$ cat src/rtl/vec_add_engine_pkg.sv
// Shared constants and types for the vector-add engine.
// Holds CSR offsets, the ID word, the FSM state enum and parameter defaults.
package vec_add_engine_pkg;

    localparam int ADDR_W_DEF = 11;
    localparam int DATA_W_DEF = 32;
    localparam int LEN_W      = 12;

    localparam logic [2:0] CSR_CTRL   = 3'd0;
    localparam logic [2:0] CSR_BASE_A = 3'd1;
    localparam logic [2:0] CSR_BASE_B = 3'd2;
    localparam logic [2:0] CSR_BASE_C = 3'd3;
    localparam logic [2:0] CSR_LEN    = 3'd4;
    localparam logic [2:0] CSR_STATUS = 3'd5;
    localparam logic [2:0] CSR_ID     = 3'd6;

    localparam logic [31:0] ID_VALUE = 32'h5EC0ADD1;

    typedef enum logic [2:0] {
        ST_IDLE = 3'd0,
        ST_RD_A = 3'd1,
        ST_RD_B = 3'd2,
        ST_WR_C = 3'd3,
        ST_DONE = 3'd4
    } state_t;

endpackage

$ cat src/rtl/vec_add_engine.sv
// Vector add engine: C[i] = A[i] + B[i] over a single-port RAM, 3 cycles/element.
// Ports: clock/resetn; Avalon CSR (address, write, writedata, read, readdata);
//        RAM port (addr_arith, data_arith, we_arith, q_arith); done_irq pulse.
module vec_add_engine
    import vec_add_engine_pkg::*;
#(
    parameter int ADDR_W = ADDR_W_DEF,
    parameter int DATA_W = DATA_W_DEF
) (
    input  logic              clock,
    input  logic              resetn,
    input  logic [2:0]        address,
    input  logic              write,
    input  logic [31:0]       writedata,
    input  logic              read,
    output logic [31:0]       readdata,
    output logic [ADDR_W-1:0] addr_arith,
    output logic [DATA_W-1:0] data_arith,
    output logic              we_arith,
    input  logic [DATA_W-1:0] q_arith,
    output logic              done_irq
);

    state_t              r_state;
    state_t              w_next;

    logic [ADDR_W-1:0]   r_base_a;
    logic [ADDR_W-1:0]   r_base_b;
    logic [ADDR_W-1:0]   r_base_c;
    logic [LEN_W-1:0]    r_len;
    logic [LEN_W-1:0]    r_index;
    logic [DATA_W-1:0]   r_opa;
    logic                r_done;
    logic                r_carry;
    logic [31:0]         r_readdata;

    logic                w_busy;
    logic                w_ctrl_wr;
    logic                w_start;
    logic                w_abort;
    logic                w_last;
    logic [ADDR_W-1:0]   w_idx;
    logic [DATA_W:0]     w_sum;
    logic [31:0]         w_rdata;
    logic                w_unused;

    assign w_busy    = (r_state == ST_RD_A) ||
                       (r_state == ST_RD_B) ||
                       (r_state == ST_WR_C);
    assign w_ctrl_wr = write && (address == CSR_CTRL);
    assign w_start   = w_ctrl_wr && writedata[0];
    assign w_abort   = w_ctrl_wr && writedata[1];
    assign w_last    = (r_index + 12'd1) == r_len;
    assign w_idx     = ADDR_W'(r_index);
    // During WR_C, q_arith carries B[i] (addressed in RD_B).
    assign w_sum     = {1'b0, r_opa} + {1'b0, q_arith};
    assign w_unused  = ^writedata;
    assign readdata  = r_readdata;

    // State register
    always_ff @(posedge clock or negedge resetn) begin
        if (!resetn) begin
            r_state <= ST_IDLE;
        end else begin
            r_state <= w_next;
        end
    end

    // Next-state logic; abort wins over every busy-state transition
    always_comb begin
        w_next = r_state;
        unique case (r_state)
            ST_IDLE: begin
                if (w_start) begin
                    w_next = (r_len == 12'd0) ? ST_DONE : ST_RD_A;
                end
            end
            ST_RD_A: w_next = w_abort ? ST_IDLE : ST_RD_B;
            ST_RD_B: w_next = w_abort ? ST_IDLE : ST_WR_C;
            ST_WR_C: begin
                if (w_abort) begin
                    w_next = ST_IDLE;
                end else if (w_last) begin
                    w_next = ST_DONE;
                end else begin
                    w_next = ST_RD_A;
                end
            end
            ST_DONE: w_next = ST_IDLE;
            default: w_next = ST_IDLE;
        endcase
    end

    // Moore outputs straight from the state register, so reset
    // drops we_arith asynchronously
    always_comb begin
        addr_arith = '0;
        data_arith = '0;
        we_arith   = 1'b0;
        done_irq   = 1'b0;
        unique case (r_state)
            ST_RD_A: addr_arith = r_base_a + w_idx;
            ST_RD_B: addr_arith = r_base_b + w_idx;
            ST_WR_C: begin
                addr_arith = r_base_c + w_idx;
                data_arith = w_sum[DATA_W-1:0];
                we_arith   = 1'b1;
            end
            ST_DONE: done_irq = 1'b1;
            default: ;
        endcase
    end

    // Job datapath: index, operand A latch and status flags
    always_ff @(posedge clock or negedge resetn) begin
        if (!resetn) begin
            r_index <= '0;
            r_opa   <= '0;
            r_done  <= 1'b0;
            r_carry <= 1'b0;
        end else begin
            unique case (r_state)
                ST_IDLE: begin
                    if (w_start && (r_len != 12'd0)) begin
                        r_index <= '0;
                        r_done  <= 1'b0;
                        r_carry <= 1'b0;
                    end
                end
                ST_RD_B: r_opa <= q_arith;
                ST_WR_C: begin
                    r_index <= r_index + 12'd1;
                    if (w_sum[DATA_W]) begin
                        r_carry <= 1'b1;
                    end
                end
                ST_DONE: r_done <= 1'b1;
                default: ;
            endcase
        end
    end

    // CSR read mux
    always_comb begin
        w_rdata = '0;
        unique case (address)
            CSR_BASE_A: w_rdata = 32'(r_base_a);
            CSR_BASE_B: w_rdata = 32'(r_base_b);
            CSR_BASE_C: w_rdata = 32'(r_base_c);
            CSR_LEN:    w_rdata = 32'(r_len);
            CSR_STATUS: w_rdata = {4'd0, r_index, 13'd0,
                                   r_carry, r_done, w_busy};
            CSR_ID:     w_rdata = ID_VALUE;
            default:    w_rdata = '0;
        endcase
    end

    // CSR register file; configuration is frozen while a job runs
    always_ff @(posedge clock or negedge resetn) begin
        if (!resetn) begin
            r_base_a   <= '0;
            r_base_b   <= '0;
            r_base_c   <= '0;
            r_len      <= '0;
            r_readdata <= '0;
        end else begin
            if (write && !w_busy) begin
                unique case (address)
                    CSR_BASE_A: r_base_a <= writedata[ADDR_W-1:0];
                    CSR_BASE_B: r_base_b <= writedata[ADDR_W-1:0];
                    CSR_BASE_C: r_base_c <= writedata[ADDR_W-1:0];
                    CSR_LEN:    r_len    <= writedata[LEN_W-1:0];
                    default: ;
                endcase
            end
            if (read) begin
                r_readdata <= w_rdata;
            end
        end
    end

endmodule

$ cat config.mk
export PLATFORM = sky130hd
export DESIGN_NAME = vec_add_engine
export DESIGN_NICKNAME = d
export VERILOG_FILES = /design/src/rtl/vec_add_engine_pkg.sv /design/src/rtl/vec_add_engine.sv
export SDC_FILE = /design/constraint.sdc
export NUM_CORES = 1
export LEC_CHECK = 0
export BUFFER_PORTS_ARGS = -buffer_cell sky130_fd_sc_hd__clkbuf_2
export CAP_MARGIN = 30
export CORE_ASPECT_RATIO = 0.9
export CORE_UTILIZATION = 50
export CTS_CLUSTER_DIAMETER = 150
export DETAILED_ROUTE_END_ITERATION = 8
export PLACE_DENSITY = 0.73
export SKIP_CTS_REPAIR_TIMING = 1
export SYNTH_ARGS = -nofsm -noshare
export SYNTH_HDL_FRONTEND = slang
export SYNTH_SLANG_ARGS = --single-unit
export TNS_END_PERCENT = 30
$ cat constraint.sdc
create_clock -name clock -period 8.3 [get_ports clock]
set_clock_uncertainty 0.2 [all_clocks]
set_input_delay 0.83 -clock clock [delete_from_list [all_inputs] [get_ports clock]]
set_output_delay 0.83 -clock clock [all_outputs]
set_load 0.01 [all_outputs]
==> summary.md <==
| Metric | Value |
|---|---|
| Status | finished clean |
| Main combinational cell family by area after synthesis | compound AO/OA/AOI/OAI gates |
| First-pass GRT wire length | approximately 35000 um |
| Leading cell type in the layout, fill and taps excluded | clkbuf_2 |
| Synthesis Warnings | 0 |
| Cell row count | between 40 and 50 |
| Clock sink total | roughly 120 |
| Max-slew violations | 0 |
| Initial Util | 0.513 |
| Max Root-Sink Buffers | 2 |
| Switching power | between 1.5 and 2 mW |
| GRT overflow | 0 |
| Flops & latches, synth | 119 |
| Post-Synth Adder-Cell Area | 0.0699 |
| CP Capture Type | primary output |
| Worst hold path class | input pin to asynchronous set/reset pin |
| Crit start category | flip-flop |
| DR iter-0 viols | 660 |
| # DRC | 0 |
| Worst-Margin Slew | ~1000 ps |
| M1 GR Usage | 0.394 |
| Die Width | around 140 um |
| Pre-antenna DRT Iters | 5 |
| Gate Count Post-Synth | around 910 |
| DP HPWL | approximately 16000 um |
| Final hold vios | 0 |
| Sequential share of the synthesized area | 0.360 |
| Crit-path cells | mux2i_1, o21ai_0, ha_1, nor2b_1, o21ai_0, a21oi_1, o41ai_1, o21ai_0, xnor2_1, nor2_1, clkbuf_2 |
| Clock share of power | 0.203 |
| FMAX | a little over 200 MHz |
| VDD IR max | between 0.3 and 0.4 mV |
| Seq pwr share | 0.270 |
| Number of synthesized flops with an enable pin | 0 |
| Area growth syn-to-layout | 15.2% |
| Largest net degree at the start of global routing | 75 |
| Met2 Track Usage GR | 0.387 |
| Worst EP required | approximately 7300 ps |
| Synth top area cells | dfrtp_1 36%, mux2_2 11%, ha_1 6.5%, nor2_1 3.8%, o21ai_0 3.7% |
| Detail Route Antenna Nets | 0 |
| Final setup violation count | 0 |
| Vias in the first global route | about 6600 |
| Crit path max fanout | 18 |
| Num CTS Buffers | 17 |
| PD cells | ~400 nW/um^2 |
| Area leader, netlist | dfrtp_1 |
| Unique cell type count in the Yosys netlist | between 60 and 70 |
| Kind of critical path | flip-flop to primary output |
| Asr flop ratio synth | 1.00 |
| Clock transition at path regs | about 60 ps |
| Simple-gate share of the synthesized area | 0.151 |
| Drt via density | just over 6 |
| CP peak stage delay | around 1000 ps |
| Most used routing layer | met1 |
| Ports | ~150 |
| Critical path's most frequent cell | o21ai_0 |
| Net Sw Frac | 0.435 |
| Worst path bufs/invs | 1 |
| Quantity of I/O buffers inserted on ports | 123 |
| Via count | between 7000 and 8000 |
| Die area | ~17000 um^2 |
| Fin area | between 9000 and 10000 um^2 |
| Pleak | about 4.4 nW |
| GRT met3 Usage | 0.0570 |
| Post-Synth XOR/XNOR Area | 0.0413 |
| Initial antenna violation count | 0 |
| Ys flop type | dfrtp_1 |
| Ant diodes | 0 |
| Worst path slowest cell | dfrtp_1 |
| Dpl cell area | around 8900 um^2 |
| Clk_lat worst skew | around 430 ps |
| Logic pwr share | 0.527 |
| Fill cells | roughly 1400 |
| Period minus WS final | around 5000 ps |
| GR Util All Layers | 0.268 |
| Rel. slew slack | 0.303 |
| WL per Instance | approximately 18 um |
| Setup TNS | 0 ps |
| Dpl cells | 1183 |
| Crit-path leading delay family | compound AO/OA/AOI/OAI gates |
| Core footprint | between 15000 and 20000 um^2 |
| Die Span Y | around 120 um |
| Routed wire length | roughly 22000 um |
| Int Power | roughly 2.1 mW |
| Gpl congestion | between 0.9 and 1 |
| Final Non-Filler Cells | between 1000 and 1500 |
| Post-Syn Area | between 8000 and 9000 um^2 |
| CTS tree | built |
| Max_cap viols | 0 |
| CTS root buf | clkbuf_16 |
| Share of post-route cells with drive strength above 1 | 0.245 |
| RSZ-0062 raised after global routing | false |
| Most frequent cells in the layout | 122 x clkbuf_2, 119 x dfrtp_1, 82 x nor2_1 |
| CTS H-tree depth | 4 |
| Crit path arrival time | roughly 3900 ps |
| Yosys top cell area share | 0.360 |
| Mux contribution to synthesized area | 0.140 |
| Nets@finish | between 1000 and 1500 |
| Mapped Avg Cell Area | approximately 9 um^2 |
| Final cycle utilization of the critical path | 0.598 |
| Compound-Gate Fraction of Synth Area | 0.186 |
-- final cells by class --
| type | instances | area [um^2] | share of cell area |
|---|---|---|---|
| multi-input cells | 690 | 4880 | 0.512 |
| flip-flops and latches | 119 | 2980 | 0.312 |
| repair buffers | 127 | 656 | 0.0688 |
| clock buffers | 17 | 425 | 0.0446 |
| well taps | 207 | 259 | 0.0272 |
| clock inverters | 15 | 184 | 0.0193 |
| inverters | 41 | 154 | 0.0161 |
-- power groups by stage --
| stage | clock network [mW] | registers [mW] | logic (mW) |
|---|---|---|---|
| floorplan | 0 | 0.933 | 1.48 |
| global placement | 0 | 1.01 | 1.92 |
| detailed placement | 0 | 1.02 | 1.96 |
| CTS | 0.779 | 1.01 | 1.97 |
| global route | 0.804 | 1.05 | 2.21 |
| finish | 0.766 | 1.02 | 1.99 |
-- cell usage after synthesis, types with 3 or more instances --
| cell type | number |
|---|---|
| dfrtp_1 | 119 |
| nor2_1 | 83 |
| mux2_2 | 79 |
| o21ai_0 | 61 |
| a21oi_1 | 59 |
| nand2_1 | 58 |
| clkbuf_1 | 46 |
| ha_1 | 43 |
| inv_1 | 41 |
| mux2i_1 | 25 |
| xnor2_1 | 25 |
| a21o_1 | 20 |
| nand3_1 | 20 |
| o22ai_1 | 18 |
| nand4_1 | 16 |
| xor2_1 | 14 |
| nor3_1 | 13 |
| and2_1 | 12 |
| o21a_1 | 11 |
| a31oi_1 | 9 |
| nand2b_1 | 9 |
| or3_1 | 9 |
| nor2b_1 | 8 |
| buf_1 | 7 |
| buf_4 | 7 |
| a211oi_1 | 6 |
| nor4_1 | 6 |
| o211ai_1 | 6 |
| buf_2 | 5 |
| o32a_1 | 5 |
| and3_1 | 4 |
| and4_1 | 4 |
| nor3b_1 | 4 |
| o31ai_1 | 4 |
| or4_1 | 4 |
| o2111ai_1 | 3 |
| o21bai_1 | 3 |
| o221ai_1 | 3 |
| o41ai_1 | 3 |
| or2_2 | 3 |
-- layer usage --
| layer | wire length [um] | up-vias | share of wire |
|---|---|---|---|
| met4 | 418 | 0 | 0.019 |
| li1 | - | 3469 | - |
| met5 | 0 | - | 0 |
| met2 | 9650 | 271 | 0.44 |
| met1 | 10500 | 3580 | 0.47 |
| met3 | 1580 | 41 | 0.071 |
-- final timing paths --
kind | slack [ps] | start | cells past startpoint | endpoint
max in group asynchronous | 6300 | resetn | 2 | r_opa[2]
hold / removal | 220 | resetn | 1 | readdata[19]
setup / recovery | 3340 | r_state[0] | 11 | addr_arith[10]
hold reg to reg | 310 | r_opa[5] | 1 | r_opa[5]
min in group clock | 310 | r_opa[5] | 1 | r_opa[5]
setup reg to reg | 4880 | r_opa[0] | 9 | r_carry
-- registers in the layout, summed over array words and instances, names as in the netlist --
| register | count |
|---|---|
| r_base_c | 11 |
| r_done | 1 |
| r_state | 3 |
| r_opa | 32 |
| r_base_a | 11 |
| r_base_b | 11 |
| r_len | 12 |
| r_index | 12 |
| r_carry | 1 |
| readdata | 25 |
-- through the flow --
| step | utilization | hold WS, ps | total power [mW] | setup WS (ps) |
|---|---|---|---|---|
| 3_3_place_gp | 0.552 | 294 | 2.93 | 3650 |
| 4_1_cts | 0.590 | 248 | 3.76 | 3200 |
| 6_report | 0.591 | 222 | 3.77 | 3340 |
| 5_1_grt | 0.591 | 274 | 4.06 | 3140 |
| 3_5_place_dp | 0.552 | 301 | 2.97 | 3660 |
| 2_1_floorplan | - | 244 | 2.41 | 4310 |
-- kinds of logic after synthesis --
kind of cell | after synthesis
DFF | 119
AOI/OAI and AO/OA | 240
other | 1
muxes | 105
adders and majority gates | 45
and+or+nand+nor | 257
xor gates and xnor gates | 39
buffers and inverters | 106
No activity file was read; power rests on OpenSTA's default activity.
